**config.mk**
```make
export PLATFORM = sky130hd
export DESIGN_NAME = itcm_arb_flat
export DESIGN_NICKNAME = d
export VERILOG_FILES = /design/src/rtl/itcm_arb_if.sv /design/src/rtl/itcm_arb.sv /design/src/flat_wrapper.sv
export SDC_FILE = /design/constraint.sdc
export NUM_CORES = 1
export LEC_CHECK = 0
export CORE_AREA = 2 2 106 108
export CTS_BUF_LIST = sky130_fd_sc_hd__clkbuf_16
export DETAILED_ROUTE_END_ITERATION = 6
export DIE_AREA = 0 0 108 110
export PLACE_DENSITY_LB_ADDON = 0.15
export SYNTH_ARGS = -nofsm -noshare
export SYNTH_HDL_FRONTEND = slang
export SYNTH_SLANG_ARGS = --single-unit
export TNS_END_PERCENT = 50
```
**constraint.sdc**
```tcl
create_clock -name clk -period 2.9 [get_ports clk]
set_clock_uncertainty 0.1 [all_clocks]
set_input_delay 0.725 -clock clk [delete_from_list [all_inputs] [get_ports clk]]
set_output_delay 0.725 -clock clk [all_outputs]
set_load 0.01 [all_outputs]
```
**src/rtl/itcm_arb_if.sv**
```systemverilog
// Command/response channel shared by the core ports and itcm_ctrl.
// master drives commands and accepts responses; slave does the reverse.
interface itcm_arb_if #(
   parameter int AW = 16,
   parameter int DW = 32,
   parameter int MW = 4
);
   logic          cmd_valid;
   logic          cmd_ready;
   logic          cmd_read;
   logic [AW-1:0] cmd_addr;
   logic [DW-1:0] cmd_wdata;
   logic [MW-1:0] cmd_wmask;
   logic          rsp_valid;
   logic          rsp_ready;
   logic [DW-1:0] rsp_rdata;

   modport master (
      output cmd_valid, cmd_read, cmd_addr,
      output cmd_wdata, cmd_wmask, rsp_ready,
      input  cmd_ready, rsp_valid, rsp_rdata
   );

   modport slave (
      input  cmd_valid, cmd_read, cmd_addr,
      input  cmd_wdata, cmd_wmask, rsp_ready,
      output cmd_ready, rsp_valid, rsp_rdata
   );
endinterface

```
**src/rtl/itcm_arb.sv**
```systemverilog
// 2:1 round-robin arbiter between IFU (m0) / LSU (m1) and itcm_ctrl.
// An in-order ID FIFO steers each response back to its requester.
module itcm_arb #(
   parameter int AW   = 16,
   parameter int DW   = 32,
   parameter int MW   = 4,
   parameter int OUTS = 2
) (
   input  logic        clk,
   input  logic        rst,
   itcm_arb_if.slave   m0,
   itcm_arb_if.slave   m1,
   itcm_arb_if.master  s,
   output logic        err_noreq
);

   localparam int PW = (OUTS > 1) ? $clog2(OUTS) : 1;
   localparam int CW = $clog2(OUTS + 1);

   logic [PW-1:0] rd_q, rd_d;
   logic [PW-1:0] wr_q, wr_d;
   logic [CW-1:0] cnt_q, cnt_d;
   logic          fifo_q [OUTS];
   logic          fifo_d [OUTS];
   logic          last_q, last_d;
   logic          lock_q, lock_d;
   logic          lgnt_q, lgnt_d;
   logic          err_q, err_d;

   logic gnt;
   logic gvalid;
   logic full;
   logic nempty;
   logic head;
   logic push;
   logic pop;

   function automatic logic [PW-1:0] ptr_inc(
      input logic [PW-1:0] p
   );
      return (p == PW'(OUTS - 1)) ? '0 : p + PW'(1);
   endfunction

   // A stalled command keeps its grant so the payload cannot switch.
   always_comb begin
      gnt = ~last_q;
      if (lock_q)
         gnt = lgnt_q;
      else if (m0.cmd_valid & ~m1.cmd_valid)
         gnt = 1'b0;
      else if (m1.cmd_valid & ~m0.cmd_valid)
         gnt = 1'b1;
   end

   assign gvalid = gnt ? m1.cmd_valid : m0.cmd_valid;
   assign full   = (cnt_q == CW'(OUTS));
   assign nempty = (cnt_q != '0);
   assign head   = fifo_q[rd_q];

   assign s.cmd_valid = ~rst & gvalid & ~full;
   assign s.cmd_read  = gnt ? m1.cmd_read  : m0.cmd_read;
   assign s.cmd_addr  = gnt ? m1.cmd_addr  : m0.cmd_addr;
   assign s.cmd_wdata = gnt ? m1.cmd_wdata : m0.cmd_wdata;
   assign s.cmd_wmask = gnt ? m1.cmd_wmask : m0.cmd_wmask;

   assign m0.cmd_ready = ~rst & ~gnt & s.cmd_ready & ~full;
   assign m1.cmd_ready = ~rst &  gnt & s.cmd_ready & ~full;

   assign m0.rsp_valid = ~rst & s.rsp_valid & nempty & ~head;
   assign m1.rsp_valid = ~rst & s.rsp_valid & nempty &  head;
   assign m0.rsp_rdata = s.rsp_rdata;
   assign m1.rsp_rdata = s.rsp_rdata;

   // With nothing outstanding, stray responses are swallowed.
   assign s.rsp_ready = ~rst &
      (nempty ? (head ? m1.rsp_ready : m0.rsp_ready) : 1'b1);

   assign push = s.cmd_valid & s.cmd_ready;
   assign pop  = s.rsp_valid & s.rsp_ready & nempty;

   always_comb begin
      fifo_d = fifo_q;
      wr_d   = wr_q;
      rd_d   = rd_q;
      last_d = last_q;
      lock_d = lock_q;
      lgnt_d = lgnt_q;
      cnt_d  = cnt_q + CW'(push) - CW'(pop);
      err_d  = err_q | (s.rsp_valid & ~nempty);
      if (push) begin
         fifo_d[wr_q] = gnt;
         wr_d         = ptr_inc(wr_q);
         last_d       = gnt;
         lock_d       = 1'b0;
      end else if (s.cmd_valid & ~s.cmd_ready) begin
         lock_d = 1'b1;
         lgnt_d = gnt;
      end
      if (pop)
         rd_d = ptr_inc(rd_q);
   end

   always_ff @(posedge clk) begin
      if (rst) begin
         fifo_q <= '{default: 1'b0};
         wr_q   <= '0;
         rd_q   <= '0;
         cnt_q  <= '0;
         last_q <= 1'b1;
         lock_q <= 1'b0;
         lgnt_q <= 1'b0;
         err_q  <= 1'b0;
      end else begin
         fifo_q <= fifo_d;
         wr_q   <= wr_d;
         rd_q   <= rd_d;
         cnt_q  <= cnt_d;
         last_q <= last_d;
         lock_q <= lock_d;
         lgnt_q <= lgnt_d;
         err_q  <= err_d;
      end
   end

   assign err_noreq = err_q;

endmodule
```
**src/flat_wrapper.sv**
```systemverilog
// flat-port wrapper written by rule: the top's interface ports become plain ports
module itcm_arb_flat 
#(
   parameter int AW   = 16,
   parameter int DW   = 32,
   parameter int MW   = 4,
   parameter int OUTS = 2
)
  (clk, rst, err_noreq, m0_cmd_valid, m0_cmd_read, m0_cmd_addr, m0_cmd_wdata, m0_cmd_wmask, m0_rsp_ready, m0_cmd_ready, m0_rsp_valid, m0_rsp_rdata, m1_cmd_valid, m1_cmd_read, m1_cmd_addr, m1_cmd_wdata, m1_cmd_wmask, m1_rsp_ready, m1_cmd_ready, m1_rsp_valid, m1_rsp_rdata, s_cmd_valid, s_cmd_read, s_cmd_addr, s_cmd_wdata, s_cmd_wmask, s_rsp_ready, s_cmd_ready, s_rsp_valid, s_rsp_rdata);
  itcm_arb_if #(.AW(AW), .DW(DW), .MW(MW)) m0_i ();
  itcm_arb_if #(.AW(AW), .DW(DW), .MW(MW)) m1_i ();
  itcm_arb_if #(.AW(AW), .DW(DW), .MW(MW)) s_i ();
  input  logic clk;
  input  logic rst;
  output logic err_noreq;
  input wire logic [$bits(m0_i.cmd_valid)-1:0] m0_cmd_valid;
  input wire logic [$bits(m0_i.cmd_read)-1:0] m0_cmd_read;
  input wire logic [$bits(m0_i.cmd_addr)-1:0] m0_cmd_addr;
  input wire logic [$bits(m0_i.cmd_wdata)-1:0] m0_cmd_wdata;
  input wire logic [$bits(m0_i.cmd_wmask)-1:0] m0_cmd_wmask;
  input wire logic [$bits(m0_i.rsp_ready)-1:0] m0_rsp_ready;
  output wire logic [$bits(m0_i.cmd_ready)-1:0] m0_cmd_ready;
  output wire logic [$bits(m0_i.rsp_valid)-1:0] m0_rsp_valid;
  output wire logic [$bits(m0_i.rsp_rdata)-1:0] m0_rsp_rdata;
  input wire logic [$bits(m1_i.cmd_valid)-1:0] m1_cmd_valid;
  input wire logic [$bits(m1_i.cmd_read)-1:0] m1_cmd_read;
  input wire logic [$bits(m1_i.cmd_addr)-1:0] m1_cmd_addr;
  input wire logic [$bits(m1_i.cmd_wdata)-1:0] m1_cmd_wdata;
  input wire logic [$bits(m1_i.cmd_wmask)-1:0] m1_cmd_wmask;
  input wire logic [$bits(m1_i.rsp_ready)-1:0] m1_rsp_ready;
  output wire logic [$bits(m1_i.cmd_ready)-1:0] m1_cmd_ready;
  output wire logic [$bits(m1_i.rsp_valid)-1:0] m1_rsp_valid;
  output wire logic [$bits(m1_i.rsp_rdata)-1:0] m1_rsp_rdata;
  output wire logic [$bits(s_i.cmd_valid)-1:0] s_cmd_valid;
  output wire logic [$bits(s_i.cmd_read)-1:0] s_cmd_read;
  output wire logic [$bits(s_i.cmd_addr)-1:0] s_cmd_addr;
  output wire logic [$bits(s_i.cmd_wdata)-1:0] s_cmd_wdata;
  output wire logic [$bits(s_i.cmd_wmask)-1:0] s_cmd_wmask;
  output wire logic [$bits(s_i.rsp_ready)-1:0] s_rsp_ready;
  input wire logic [$bits(s_i.cmd_ready)-1:0] s_cmd_ready;
  input wire logic [$bits(s_i.rsp_valid)-1:0] s_rsp_valid;
  input wire logic [$bits(s_i.rsp_rdata)-1:0] s_rsp_rdata;
  assign m0_i.cmd_valid = m0_cmd_valid;
  assign m0_i.cmd_read = m0_cmd_read;
  assign m0_i.cmd_addr = m0_cmd_addr;
  assign m0_i.cmd_wdata = m0_cmd_wdata;
  assign m0_i.cmd_wmask = m0_cmd_wmask;
  assign m0_i.rsp_ready = m0_rsp_ready;
  assign m0_cmd_ready = m0_i.cmd_ready;
  assign m0_rsp_valid = m0_i.rsp_valid;
  assign m0_rsp_rdata = m0_i.rsp_rdata;
  assign m1_i.cmd_valid = m1_cmd_valid;
  assign m1_i.cmd_read = m1_cmd_read;
  assign m1_i.cmd_addr = m1_cmd_addr;
  assign m1_i.cmd_wdata = m1_cmd_wdata;
  assign m1_i.cmd_wmask = m1_cmd_wmask;
  assign m1_i.rsp_ready = m1_rsp_ready;
  assign m1_cmd_ready = m1_i.cmd_ready;
  assign m1_rsp_valid = m1_i.rsp_valid;
  assign m1_rsp_rdata = m1_i.rsp_rdata;
  assign s_cmd_valid = s_i.cmd_valid;
  assign s_cmd_read = s_i.cmd_read;
  assign s_cmd_addr = s_i.cmd_addr;
  assign s_cmd_wdata = s_i.cmd_wdata;
  assign s_cmd_wmask = s_i.cmd_wmask;
  assign s_rsp_ready = s_i.rsp_ready;
  assign s_i.cmd_ready = s_cmd_ready;
  assign s_i.rsp_valid = s_rsp_valid;
  assign s_i.rsp_rdata = s_rsp_rdata;
  itcm_arb #(.AW(AW), .DW(DW), .MW(MW), .OUTS(OUTS)) u_core (.clk(clk), .rst(rst), .m0(m0_i), .m1(m1_i), .s(s_i), .err_noreq(err_noreq));
endmodule
```
==> flow_summary.ini <==
[drt]
detailroute.via_count = 1823
dr.first_iter.drc_count = 36
post_drt_via_cell_ratio = 3.904
drtAntennaViolNets = 0
totalWireLength_um = 7196
wire_per_inst_um = 15.41
drt_pre_antenna_iters = 4
drc = 0

[min_path]
hp-start = u_core.fifo_q[0]
hold_path_end = u_core.fifo_q[0]
type_of_the_worst_min_delay_path = reg2reg
worstHoldPathCells = 2

[worst_setup_path]
reg2reg_from = u_core.rd_q
critPathMaxFanout = 7
critPathMostFrequentCell = sky130_fd_sc_hd__buf_6
setup.worst_path.class = in2out
ff2ff_setup_slack_ns = 0.62
max_stage_delay_ns = 0.31
worstPathRequired_ns = 2.08
timing.critical_path.cells = buf_6, o211ai_1, and2_4, buf_12, buf_8, buf_16, mux2_4, buf_6
timing.critical_path.from_type = input pin
path_delay_family = buffers and inverters
cp.arrival_ns = 2.05
reg2reg_to = u_core.cnt_q[1]
cp-end-kind = output port
worst_r2r_path_depth = 7
cpMaxStageDelayCell = sky130_fd_sc_hd__mux2_4
cp_num_buf_inv = 5

[timing]
hold_viol = 0
fmaxAchievable_mhz = 347.7
setup_viol_count_final = 0
period_utilisation_layout_pct = 99.17
fin_tns_setup_ns = 0
fin_worst_hold_slack_ns = 0.3582
timing.final.crit_period_ns = 2.876
fin_ws_ns = 0.02397
slew_violations = 0
tightest_slew_ns = 0.5345
grt_setup_unrepaired = true
max-slew-margin-rel_pct = 63.45

[place]
numPortBuffers = 173
post_detail_place_hpwl_um = 5304
place_worst_setup_slack_ns = -0.7429
final_estimated_routing_congestion_in_global_placement = 0.6820
area_after_detailed_placement_um2 = 3184

[cells_and_area]
nets = 476
flow.area_growth_from_synthesis_pct = 114.8
final_layout_size_suffix_gt1_share_pct = 41.59
final_design_area_no_fill_um2 = 3621
antenna-diode-count = 0
fillers = 1077
mostFrequentLayoutCell = sky130_fd_sc_hd__clkdlybuf4s50_1
layout.cells.most_common_list = sky130_fd_sc_hd__clkdlybuf4s50_1 (113), sky130_fd_sc_hd__buf_6 (35), sky130_fd_sc_hd__mux2_4 (27), sky130_fd_sc_hd__mux2_2 (24), sky130_fd_sc_hd__buf_4 (19)

[die]
rows = 38
design.die.area_um2 = 11880
die_height_um = 110
dieWidth_um = 108
boundaryPins = 270
starting_density_pct = 15.75
floorplan.core_area_um2 = 10700

[clocking]
clkSlewWorstSetupHoldPaths_ns = 0.04
clock_path_buffers = 2
hold_buffers = 0
insertion_delay_ns = 0.23
htreeDepth = 1
cts_root_buf = sky130_fd_sc_hd__clkbuf_16
number_of_clock_sinks = 10
cts_inserted_buffers = 3
tritoncts = yes

[power]
power.density_nw_per_um2 = 362.6
static-leakage-power_nw = 1.563
ir_worst_vdd_v = 0.0002249
totalPowerFinal_mw = 1.313

[global_route]
track_usage_pct = 11.10
grt_start_max_net_pins = 14
grt.overflow.total = 0
wire_length_of_the_first_global_routing_pass_um = 10110
antenna_found_initial = 0
first_global_vias = 1884

[run_status]
status = completed

[logic_synthesis]
postSynth.asyncResetShare_pct = 0
syn_area_um2 = 1685
synth_flop_cell = sky130_fd_sc_hd__dfxtp_1
post_synth_inst_count = 192
mappedNetlistNets = 339
ys_warn_count = 0
synth_area_per_cell_um2 = 8.778
synth_enable_flop_cells = 0
synth_seq_area_share_pct = 11.88
ys_seq_elements = 10
synth.lib_cells_used.distinct = 29

[flow_run]
timing.max_cap.violations = 0
[cell usage after synthesis, types with 2 or more instances]
library cell               instances  area, µm²
sky130_fd_sc_hd__nand2_1           3      11.26
sky130_fd_sc_hd__inv_1             4      15.01
sky130_fd_sc_hd__mux2_2           51      574.3
sky130_fd_sc_hd__buf_4            69      518.0
sky130_fd_sc_hd__nand2b_1          3      18.77
sky130_fd_sc_hd__nor2b_1           2      12.51
sky130_fd_sc_hd__buf_2             2      10.01
sky130_fd_sc_hd__mux2_1            3      33.78
sky130_fd_sc_hd__or3_1             2      12.51
sky130_fd_sc_hd__dfxtp_1          10      200.2
sky130_fd_sc_hd__mux2i_1           5      50.05
sky130_fd_sc_hd__nor2_1            8      30.03
sky130_fd_sc_hd__nor3_1            4      20.02
sky130_fd_sc_hd__o21ai_0           4      20.02
sky130_fd_sc_hd__nand3_1           3      15.01
sky130_fd_sc_hd__a21oi_1           6      30.03
[through the flow]
step / utilization, % / cells
global placement: 29.77 / 446
finish: 33.85 / 467
global route: 33.85 / 467
detailed placement: 29.77 / 446
floorplan: - / 192
CTS: 33.71 / 468
[logic make-up (layout without fill, tap and decap cells)]
kind of cell | after synthesis | after routing | synth area share, %
flops | 10 | 10 | 11.88
xor+xnor | 1 | 1 | 0.5198
compound gates | 16 | 16 | 6.014
buf+inv | 76 | 211 | 32.44
simple gates | 29 | 29 | 9.354
fa+ha+maj | 1 | 1 | 0.7423
mux | 59 | 59 | 39.05
[flip-flops by register name, summed over array words and instances (netlist names)]
register	flops
u_core.wr_q	1
u_core.err_noreq	1
u_core.cnt_q	2
u_core.fifo_q	2
u_core.last_q	1
u_core.rd_q	1
u_core.lock_q	1
u_core.lgnt_q	1
[layer usage]
metal / part of all wire (%) / vias to the layer above / GRT usage [%] / routed length [µm]
met4: 0.14 / 0 / 1.465 / 10
li1: - / 869 / - / -
met2: 50 / 115 / 20.80 / 3605
met3: 11 / 2 / 3.939 / 820
met1: 38 / 837 / 12.36 / 2759
met5: 0 / - / 0 / 0
[worst max-delay path by stage]
| stage | to | slack (ns) | depth (start not counted) | start |
|---|---|---|---|---|
| floorplan | s_cmd_addr[2] | 0.26 | 6 | m1_cmd_valid |
| global placement | s_cmd_wmask[1] | -0.77 | 7 | m1_cmd_valid |
| detailed placement | s_cmd_wmask[1] | -0.74 | 7 | m1_cmd_valid |
| CTS | m1_cmd_ready | -0.04 | 13 | m1_cmd_valid |
| global route | s_cmd_wdata[13] | -0.07 | 9 | m1_cmd_valid |
| finish | s_cmd_wdata[13] | 0.02 | 8 | m0_cmd_valid |
[report_power, final]
part	internal [mW]	switching [mW]	total, mW
combinational	0.601	0.312	0.913
sequential	0.150	0.0101	0.160
clock	0.179	0.0610	0.240
total	0.930	0.383	1.31
[worst min-delay path, cell delays in order, from the launching register on]
cell and delay, ns:
sky130_fd_sc_hd__dfxtp_1 0.30, sky130_fd_sc_hd__nand2_1 0.05, sky130_fd_sc_hd__mux2i_1 0.05
[layout make-up]
class	count	area, µm²	share of cell area [%]
clock buffers	3	75.07	2.073
repair buffers	204	2103	58.09
inverters	4	15.01	0.4147
multi-input cells	106	1052	29.06
well taps	140	175.2	4.838
flip-flops and latches	10	200.2	5.529
[what timing repair did]
action	CTS	global route
pin swaps	2	2
resized for setup	260	22
gates cloned	5	0
setup buffers	15	1
endpoints found under the setup margin	58	44
No activity file was read; power rests on OpenSTA's default activity.
==> patch 1, RTL diff (config.mk and constraints unchanged) <==
Put one more register stage on the output `err_noreq`, with the module's reset. The value now appears one clock later. The other outputs are not delayed to match.
--- a/src/rtl/itcm_arb.sv
+++ b/src/rtl/itcm_arb.sv
@@ -124,3 +124,9 @@
 
-   assign err_noreq = err_q;
+   always_ff @(posedge clk) begin
+      if (rst) begin
+         err_noreq <= '0;
+      end else begin
+         err_noreq <= err_q;
+      end
+   end
 
Behaviour: not the same (a bounded check fails within 4 cycles, from zero or initial values and one cycle with rst high).
==> patch 1 against the unedited design <==
  * The flow now finishes with violations (negative setup slack)
  * Sequential cell count is 1 higher
  * Routed wire length up 9.4%
  * Setup slack worse by 170 ps
  * Sequential power grew 9%
  * Non-clock buffer count up 9
  * Design area increased by 8.8%
  * Total power is 10% higher
  * Maximum frequency is 5.7% lower
  * Global-route usage rose by 1.2 points
  * Worst hold slack improved by 7.9 ps
  * Area after synthesis rose by 2.5%
==> patch 1: results <==
metrics = {
    "route": {
        "routed_length_on_met1_um": 3065,
        "dr_wl_met2_um": 3718,
        "via_count": 1894,
        "final_routed_wirelength_um": 7876,
        "detail_route.wl_per_cell_um": 16.44,
    },
    "logic_synthesis": {
        "synth-seq-cells": 11,
        "post_synth_main_area_contributors": "sky130_fd_sc_hd__mux2_2, sky130_fd_sc_hd__buf_4, sky130_fd_sc_hd__dfxtp_1",
        "synth_fp_nets": 340,
        "synth.cells.most_frequent": "sky130_fd_sc_hd__buf_4, sky130_fd_sc_hd__mux2_2, sky130_fd_sc_hd__dfxtp_1, sky130_fd_sc_hd__mux2_1",
        "syn_inst": 193,
    },
    "pwr": {
        "p_leak_uw": 0.001764,
        "vdd_ir_drop_max_v": 0.0003170,
    },
    "grt": {
        "grt_use_total_pct": 12.34,
        "wire_length_of_the_first_global_routing_pass_um": 11140,
        "gr-usage-met3_pct": 5.173,
        "use_met1_pct": 14.40,
    },
    "place": {
        "dpl-instance-area_um2": 3218,
        "gp_congestion": 0.7108,
        "place_inst": 449,
        "dpl_worst_slack_ps": -779.6,
    },
    "timing": {
        "tightest_slew_ps": 360.1,
        "setup_violations": 35,
        "setup_slack_ps": -150.7,
        "finalSetupTns_ps": -2854,
    },
    "final_layout": {
        "layout.buffer.nonclock.area_share_pct": 58.75,
        "multi_input_gate_share_of_the_layout_cell_area_pct": 28.90,
        "multi_input_comb_area_um2": 1139,
        "num-multi-input-gates": 108,
        "fraction_of_final_layout_cells_sized_beyond_drive_strength_1_pct": 46.90,
        "final.signal_inverter_count": 3,
    },
    "status": {
        "violations": "negative setup slack",
        "status": "finished with violations",
    },
    "setup_path": {
        "cp_max_fo": 5,
        "arrival_ps": 2230,
        "critical-path-max-stage-delay_ps": 290,
    },
    "clock_tree": {
        "postCtsSetupRepairBufs": 20,
        "cts_resized": 337,
    },
}
patch 1: power by group through the flow:
stage                     combinational [µW]  clock (µW)  sequential, µW
final                                   1020         256             175
after global routing                    1070         276             176
after CTS                               1030         263             175
after detailed placement                 701           0             178
after global placement                   700           0             177
after floorplan                          385           0             175
patch 1: worst paths after layout:
kind / startpoint / end
setup / recovery: m0_cmd_valid / s_cmd_wdata[24]
hold reg to reg: u_core.err_q$_SDFF_PP0_ / u_core.err_q$_SDFF_PP0_
setup reg to reg: u_core.rd_q$_SDFFE_PP0P_ / u_core.cnt_q[1]$_SDFF_PP0_
hold / removal: u_core.err_q$_SDFF_PP0_ / u_core.err_q$_SDFF_PP0_
patch 1: logic make-up (layout without fill, tap and decap cells):
family | count (synthesis) | count (layout) | synth area share (%)
mux | 60 | 60 | 38.60
flops | 11 | 11 | 12.74
fa+ha+maj | 1 | 1 | 0.7240
compound gates | 14 | 14 | 4.635
simple gates | 32 | 32 | 10.43
xor+xnor | 1 | 1 | 0.5070
buf+inv | 74 | 220 | 32.37
==> patch 2, RTL diff (same settings) <==
Without the edit above. `MW` is set to 4 in 3 places; all go to 6.
--- a/src/rtl/itcm_arb_if.sv
+++ b/src/rtl/itcm_arb_if.sv
@@ -5,3 +5,3 @@
    parameter int DW = 32,
-   parameter int MW = 4
+   parameter int MW = 6
 );
--- a/src/rtl/itcm_arb.sv
+++ b/src/rtl/itcm_arb.sv
@@ -5,3 +5,3 @@
    parameter int DW   = 32,
-   parameter int MW   = 4,
+   parameter int MW   = 6,
    parameter int OUTS = 2
--- a/src/flat_wrapper.sv
+++ b/src/flat_wrapper.sv
@@ -5,3 +5,3 @@
    parameter int DW   = 32,
-   parameter int MW   = 4,
+   parameter int MW   = 6,
    parameter int OUTS = 2
Ports: changed (resized m0_cmd_wmask, m1_cmd_wmask and s_cmd_wmask); port bits go from 270 to 276. The function was not compared with the original's and may differ.
==> patch 2 against the unedited design <==
  * Design area up 4.1%
  * Routed wire length is 8.8% higher
  * Global-route usage is 0.50 points higher
  * Critical endpoint is now s_cmd_wdata[22]
  * Critical path type unchanged
  * Sequential cell count is the same
  * Die area did not move
  * Register-to-register slack got worse by 130 ps
  * Area after synthesis increased by 1.3%
  * Maximum frequency down 0.71%
  * Total power is 5.4% higher
  * Setup slack worse by 21 ps
==> patch 2: results <==
metrics = {
    "status": {
        "status": "finished, final reports clean",
    },
    "logic_synthesis": {
        "seq_area_frac_synth_pct": 11.72,
        "ys_warn_count": 0,
        "synthFlopType": "sky130_fd_sc_hd__dfxtp_1",
        "synth.distinct_cells": 29,
        "synth.cells.most_frequent": "sky130_fd_sc_hd__buf_4, sky130_fd_sc_hd__mux2_2, sky130_fd_sc_hd__dfxtp_1, sky130_fd_sc_hd__nor2_1, sky130_fd_sc_hd__mux2_1",
        "synth_fp_nets": 345,
        "async_reset_ff_share_pct": 0,
        "post_synth_main_area_contributors": "sky130_fd_sc_hd__mux2_2, sky130_fd_sc_hd__buf_4, sky130_fd_sc_hd__dfxtp_1",
    },
    "setup_path": {
        "cp_max_fo": 7,
        "cp_slowest_cell": "sky130_fd_sc_hd__mux2_4",
        "critical-path-max-stage-delay_ps": 290,
    },
    "route": {
        "drtIter0Drc": 59,
        "via_count": 1864,
        "detailedRoute.firstPassIterationCount": 2,
        "detail_route.wl_per_cell_um": 16.31,
    },
    "clock_tree": {
        "number_of_buffers_created_by_cts": 3,
        "clkSlewWorstSetupHoldPaths_ps": 40,
        "root_buffer": "sky130_fd_sc_hd__clkbuf_16",
        "worst_skew_pair.late_latency_ps": 230,
        "cts_max_path_buffers": 2,
        "htreeDepth": 1,
    },
    "pwr": {
        "p_leak_uw": 0.001679,
        "switching_share_pct": 29.31,
        "vdd_ir_drop_max_v": 0.0001803,
    },
    "final_layout": {
        "register_area_um2": 200.2,
        "final.fill_count": 1100,
        "nets": 492,
        "reg_top3": "u_core.cnt_q x2, u_core.fifo_q x2",
        "antenna_cells": 0,
        "fraction_of_final_layout_cells_sized_beyond_drive_strength_1_pct": 46.47,
    },
    "grt": {
        "wire_length_of_the_first_global_routing_pass_um": 10580,
        "pin_count_of_the_biggest_net_entering_global_routing": 11,
        "grt_use_total_pct": 11.60,
        "grt_antenna_before_repair": 0,
    },
    "place": {
        "dpl-instance-area_um2": 3289,
        "port_buffers": 179,
        "place.detailed.hpwl_um": 5871,
        "gp_congestion": 0.7261,
    },
    "timing": {
        "tightest_slew_ps": 523.9,
    },
    "min_path": {
        "hp-class": "reg -> reg",
    },
}
==> patch 2: routing by layer <==
metal / routed length, µm / up-vias / share of wire (%) / track usage, %
li1: - / 896 / - / -
met1: 3038 / 847 / 39 / 13.23
met2: 3827 / 116 / 49 / 20.62
met3: 927 / 5 / 12 / 4.879
met4: 37 / 0 / 0.47 / 1.832
met5: 0 / - / 0 / 0
==> patch 2: what timing repair did <==
item | in CTS | in global routing
gates cloned | 4 | 0
setup buffers | 17 | 2
hold buffers | 0 | 0
gates resized for setup | 282 | 75
pin swaps | 2 | 2
endpoints found under the setup margin | 60 | 58
==> patch 2: final timing paths <==
check / from / to / slack (ps) / depth (start not counted)
min reg2reg: u_core.fifo_q[1]$_SDFFE_PP0P_ / u_core.fifo_q[1]$_SDFFE_PP0P_ / 360 / 2
max reg2reg: u_core.rd_q$_SDFFE_PP0P_ / u_core.cnt_q[1]$_SDFF_PP0_ / 490 / 7
min: u_core.fifo_q[1]$_SDFFE_PP0P_ / u_core.fifo_q[1]$_SDFFE_PP0P_ / 360 / 2
max: m1_cmd_valid / s_cmd_wdata[22] / 3 / 9
==> patch 2: layout make-up <==
cell class	instances	area share (%)
clock buffer	3	1.992
sequential	10	5.312
timing repair buffer	214	57.90
inverter	4	0.3984
clock inverter	1	0.09960
multi-input combinational	108	29.65
tap	140	4.648
==> patch 2: critical path: cells and delay by family <==
kind	cells	cell delay [ps]
compound gates	1	220
buf+inv	5	550
mux	1	290
simple gates	2	270
==> patch 2: logic make-up (layout without fill, tap and decap cells) <==
kind of cell | after synthesis | in the layout | share of synthesized area, %
compound gates | 16 | 16 | 5.935
xor+xnor | 1 | 1 | 0.5129
fa+ha+maj | 1 | 1 | 0.7325
buf+inv | 76 | 222 | 32.01
flops | 10 | 10 | 11.72
mux | 61 | 61 | 39.85
simple gates | 29 | 29 | 9.231
==> patch 2: stage by stage <==
step / setup TNS, ps / setup WS [ps] / cells
floorplan: 0 / 266.2 / 194
global placement: -41690 / -788.2 / 457
detailed placement: -42800 / -802.2 / 457
CTS: -927.3 / -129.6 / 482
global route: -2060 / -116.8 / 480
finish: 0 / 3.448 / 480
==> patch 2: power groups by stage <==
stage                     Sequential (µW)  Clock [µW]  Combinational, µW
after floorplan                       161           0                401
after global placement                163           0                766
after detailed placement              163           0                767
after CTS                             161         251                904
after global routing                  163         261               1040
final                                 161         243                980
